--- src/rtl/mem_arbiter.sv ---
// Arbiter that shares one single-port memory between instruction fetch and data access.
// Define MEM_ARB_TIMEOUT_EN to abort accesses that are not acked within TIMEOUT_CYCLES cycles.
module mem_arbiter #(
  parameter int unsigned TIMEOUT_CYCLES = 255
) (
  input  logic        clk,
  input  logic        reset,
  input  logic        if_req,
  input  logic [31:0] if_addr,
  output logic [31:0] if_rdata,
  output logic        if_valid,
  input  logic        d_req,
  input  logic        d_we,
  input  logic [31:0] d_addr,
  input  logic [31:0] d_wdata,
  output logic [31:0] d_rdata,
  output logic        d_valid,
  output logic        mem_req,
  output logic        mem_we,
  output logic [31:0] mem_addr,
  output logic [31:0] mem_wdata,
  input  logic        mem_ack,
  input  logic [31:0] mem_rdata,
  output logic        stall,
  output logic        timeout_err
);

  typedef enum logic [1:0] {StIdle, StFetch, StData} stateT;

  stateT state;
  logic  fetchPri;
  logic  pulseOut;
  logic  grantData;

  if (TIMEOUT_CYCLES < 1 || TIMEOUT_CYCLES > 255) begin : gBadTimeout
    $error("TIMEOUT_CYCLES must fit the 8-bit timeout counter (1..255)");
  end

`ifdef MEM_ARB_TIMEOUT_EN
  localparam logic [7:0] TimeoutLast = 8'(TIMEOUT_CYCLES - 1);
  logic [7:0] toCnt;
  logic       toErr;
  assign timeout_err = toErr;
`else
  assign timeout_err = 1'b0;
`endif

  assign stall = (if_req & ~if_valid) | (d_req & ~d_valid);

  // No grant while a completion pulse is out: the owner's req is still high that cycle.
  assign pulseOut  = if_valid | d_valid;
  assign grantData = d_req & ~(if_req & fetchPri);

  always_ff @(posedge clk or negedge reset) begin
    if (!reset) begin
      state     <= StIdle;
      fetchPri  <= 1'b0;
      mem_req   <= 1'b0;
      mem_we    <= 1'b0;
      mem_addr  <= '0;
      mem_wdata <= '0;
      if_rdata  <= '0;
      d_rdata   <= '0;
      if_valid  <= 1'b0;
      d_valid   <= 1'b0;
`ifdef MEM_ARB_TIMEOUT_EN
      toCnt     <= '0;
      toErr     <= 1'b0;
`endif
    end else begin
      if_valid <= 1'b0;
      d_valid  <= 1'b0;
      case (state)
        StIdle: begin
          if (!pulseOut) begin
            if (grantData) begin
              state     <= StData;
              mem_req   <= 1'b1;
              mem_we    <= d_we;
              mem_addr  <= d_addr;
              mem_wdata <= d_wdata;
            end else if (if_req) begin
              state    <= StFetch;
              mem_req  <= 1'b1;
              mem_we   <= 1'b0;
              mem_addr <= if_addr;
            end
          end
`ifdef MEM_ARB_TIMEOUT_EN
          toCnt <= '0;
`endif
        end
        StFetch: begin
          if (mem_ack) begin
            if_rdata <= mem_rdata;
            if_valid <= 1'b1;
            fetchPri <= 1'b0;
            mem_req  <= 1'b0;
            state    <= StIdle;
          end
`ifdef MEM_ARB_TIMEOUT_EN
          else if (toCnt == TimeoutLast) begin
            if_rdata <= '0;
            if_valid <= 1'b1;
            fetchPri <= 1'b0;
            mem_req  <= 1'b0;
            toErr    <= 1'b1;
            toCnt    <= '0;
            state    <= StIdle;
          end else begin
            toCnt <= toCnt + 8'd1;
          end
`endif
        end
        StData: begin
          if (mem_ack) begin
            if (!mem_we) d_rdata <= mem_rdata;
            d_valid  <= 1'b1;
            fetchPri <= 1'b1;
            mem_req  <= 1'b0;
            mem_we   <= 1'b0;
            state    <= StIdle;
          end
`ifdef MEM_ARB_TIMEOUT_EN
          else if (toCnt == TimeoutLast) begin
            d_rdata  <= '0;
            d_valid  <= 1'b1;
            fetchPri <= 1'b1;
            mem_req  <= 1'b0;
            mem_we   <= 1'b0;
            toErr    <= 1'b1;
            toCnt    <= '0;
            state    <= StIdle;
          end else begin
            toCnt <= toCnt + 8'd1;
          end
`endif
        end
        default: begin
          state   <= StIdle;
          mem_req <= 1'b0;
          mem_we  <= 1'b0;
        end
      endcase
    end
  end

endmodule
--- config.mk ---
export PLATFORM = sky130hd
export DESIGN_NAME = mem_arbiter
export DESIGN_NICKNAME = d
export VERILOG_FILES = /design/src/rtl/mem_arbiter.sv
export SDC_FILE = /design/constraint.sdc
export NUM_CORES = 1
export LEC_CHECK = 0
export CAP_MARGIN = 20
export CORE_MARGIN = 2
export CORE_UTILIZATION = 25
export DETAILED_ROUTE_END_ITERATION = 16
export DONT_BUFFER_PORTS = 1
export HOLD_SLACK_MARGIN = 0.1
export SYNTH_ARGS = -nofsm -noshare
export SYNTH_HDL_FRONTEND = slang
export SYNTH_SLANG_ARGS = --single-unit
--- constraint.sdc ---
create_clock -name clk -period 3.2 [get_ports clk]
set_input_delay 0.32 -clock clk [delete_from_list [all_inputs] [get_ports clk]]
set_output_delay 0.32 -clock clk [all_outputs]
set_load 0.05 [all_outputs]
==> flow_summary.toml <==
[route]
viasPerCell = 4.46
drt_iter0_markers = 113
ant_nets = 0
routed_wl_um = 14100
route.vias.total = 3566
drc = 0
dr.pass1.iters = 4
wl_per_cell_um = 17.7

[cts]
clkSinkCount = 135
cts_resized = 0
htreeDepth = 4
clk_pin_slew_ns = 0.06
clock_path_buffers = 2
numCtsBuffers = 17
cts_tree = "built"
insertion_delay_ns = 0.40
cts_setup_buffers = 0
root_buffer = "clkbuf_16"

[global_route]
grt_usage_pct = 12.0
grt_overflow = 0
grt_pass1_vias = 3968
grt_pass1_wl_um = 20500
grt_max_degree = 136
antenna_found_initial = 0

[setup_path]
critPathArrivalTime_ns = 2.78
critical_path_class = "flip-flop to flip-flop"
cp_max_fo = 32
worst_setup_path_start_kind = "flip-flop"
critPathRequiredTime_ns = 3.54
r2r_cells = 6
critPathCaptureType = "flip-flop"

[die]
die_h_um = 150
start_util_pct = 25.3
die_area_mm2 = 0.0224
fp.dieW_um = 150
rows = 53
ios = 268
core-area_mm2 = 0.0210

[final_layout]
final_core_util_pct = 35.5
num_antenna_cells = 0
nNetsFinal = 649
final_cell_area_mm2 = 0.00744
layout_common_cells = "dfrtp_1, dlygate4sd3_1, mux2_2"
final_common_cell = "dfrtp_1"
drive_gt1_share_pct = 25.7
fillers = 1986
syn2layout_area_growth_pct = 40.1

[sta]
setup_slack_ns = 0.752
min_period_over_period_pct = 76.5
fin_worst_skew_ns = 0.00640
setup_viol = 0
whs_ns = -0.391
final-hold-violation-count = 135
slew_headroom_pct = 44.2
finalCriticalPeriod_ns = 2.45
finalSetupTns_ns = 0
tightestPinTransition_ns = 0.837
rsz0062_at_grt = "no"
drv_slew = 0
fmax_mhz = 409

[outcome]
violations = "hold timing"
status = "complete, but fails checks"

[place]
dp_hpwl_um = 8800
routabilityCongestion = 0.696
port-buffer-count = 0
dp_slack_ns = 1.10
post_dp_cell_area_mm2 = 0.00558

[logic_synthesis]
yosys-top-cells-area = "dfrtp_1, mux2_2, mux2_4, nor2_1, o22ai_1"
synth-seq-cells = 135
synth_cells = 381
synth.distinct_cells = 30
yosysTopAreaCell = "dfrtp_1"
ys_seq_area_share_pct = 63.6
synth.cell_area_mm2 = 0.00531
syn_nets = 518
synth_top_area_share_pct = 63.6
synth_warnings = 0
avgSynthCellArea_um2 = 13.9

[run]
max-cap-violations = 0

[min_path]
hold_path.class = "input pin to asynchronous set/reset pin"
==> layout make-up <==
cell class / instances / area [um2] / area share (%)
Tap cell: 275 / 344 / 4.62
Sequential cell: 135 / 3380 / 45.4
Multi-Input combinational cell: 218 / 1780 / 24.0
Inverter: 6 / 22.5 / 0.303
Clock buffer: 21 / 470 / 6.32
Clock inverter: 11 / 98.8 / 1.33
Timing Repair Buffer: 134 / 1340 / 18.0
==> per-stage QoR <==
| step | cells | hold WS (ns) |
|---|---|---|
| finish | 800 | -0.391 |
| global route | 800 | -0.431 |
| CTS | 799 | -0.421 |
| detailed placement | 639 | 0.0287 |
| global placement | 639 | 0.0278 |
| floorplan | 381 | 0.0244 |
==> synth_stat cells <==
cell type  count
ha_1           3
nor2_1        65
buf_6          2
nor3_1         1
mux2_4        17
and2_1         1
o22ai_1       33
mux2_1         1
nand2_1        2
a21boi_0       1
buf_2         11
conb_1         1
clkbuf_1       3
a41o_1         1
a21o_1         2
nand2b_1       2
nor2b_1        2
nor3b_2        1
o22a_1         1
mux2_2        78
a21boi_1       1
o2bb2ai_1      1
o211ai_1       1
a21oi_1        1
inv_1          6
clkbuf_2       1
o31ai_1        1
nor4_1         1
dfrtp_1      135
buf_4          5
==> final timing paths <==
path                              from      endpoint  slack, ns
setup / recovery              if_valid  mem_addr[27]       0.75
setup reg to reg              if_valid  mem_addr[27]       0.75
min in group clk           if_addr[24]  mem_addr[24]       0.14
hold / removal                   reset  mem_wdata[3]      -0.39
max in group asynchronous        reset   d_rdata[23]       3.43
hold reg to reg               state[1]      state[1]       0.52
==> flip-flops by register name (all words and copies together) (netlist names) <==
name       flops
mem_wdata     32
d_valid        1
mem_we         1
if_rdata      32
mem_req        1
state          2
d_rdata       32
if_valid       1
mem_addr      32
fetchPri       1
==> worst max-delay path: stages, from the launching register on <==
cell and delay [ns]:
dfrtp_1 0.61, nor3b_2 0.36, nor2b_2 0.20, buf_4 0.34, o22ai_1 0.15, nor2_1 0.12
dlygate4sd3_1 0.56
==> kinds of logic after synthesis <==
kind of cell / synth area share, %
compound gates: 5.35
fa+ha+maj: 0.707
simple gates: 5.77
other cells: 0.0706
flops: 63.6
mux: 21.6
buf+inv: 2.90
==> repair_timing <==
action                     4_1_cts  5_1_grt
hold buffers                   128        1
setup endpoints to repair        0        0
hold endpoints to repair       265      136
==> routing by layer <==
layer | vias to the layer above | share of wire (%) | GRT usage, %
met2 | 185 | 53 | 22.7
li1 | 1590 | - | -
met5 | - | 0 | 0
met1 | 1777 | 36 | 11.5
met4 | 0 | 1.4 | 4.15
met3 | 14 | 9.7 | 5.52
Power is not shown: default switching activity piles up to over one toggle a cycle in this logic, so the estimate is an artifact.
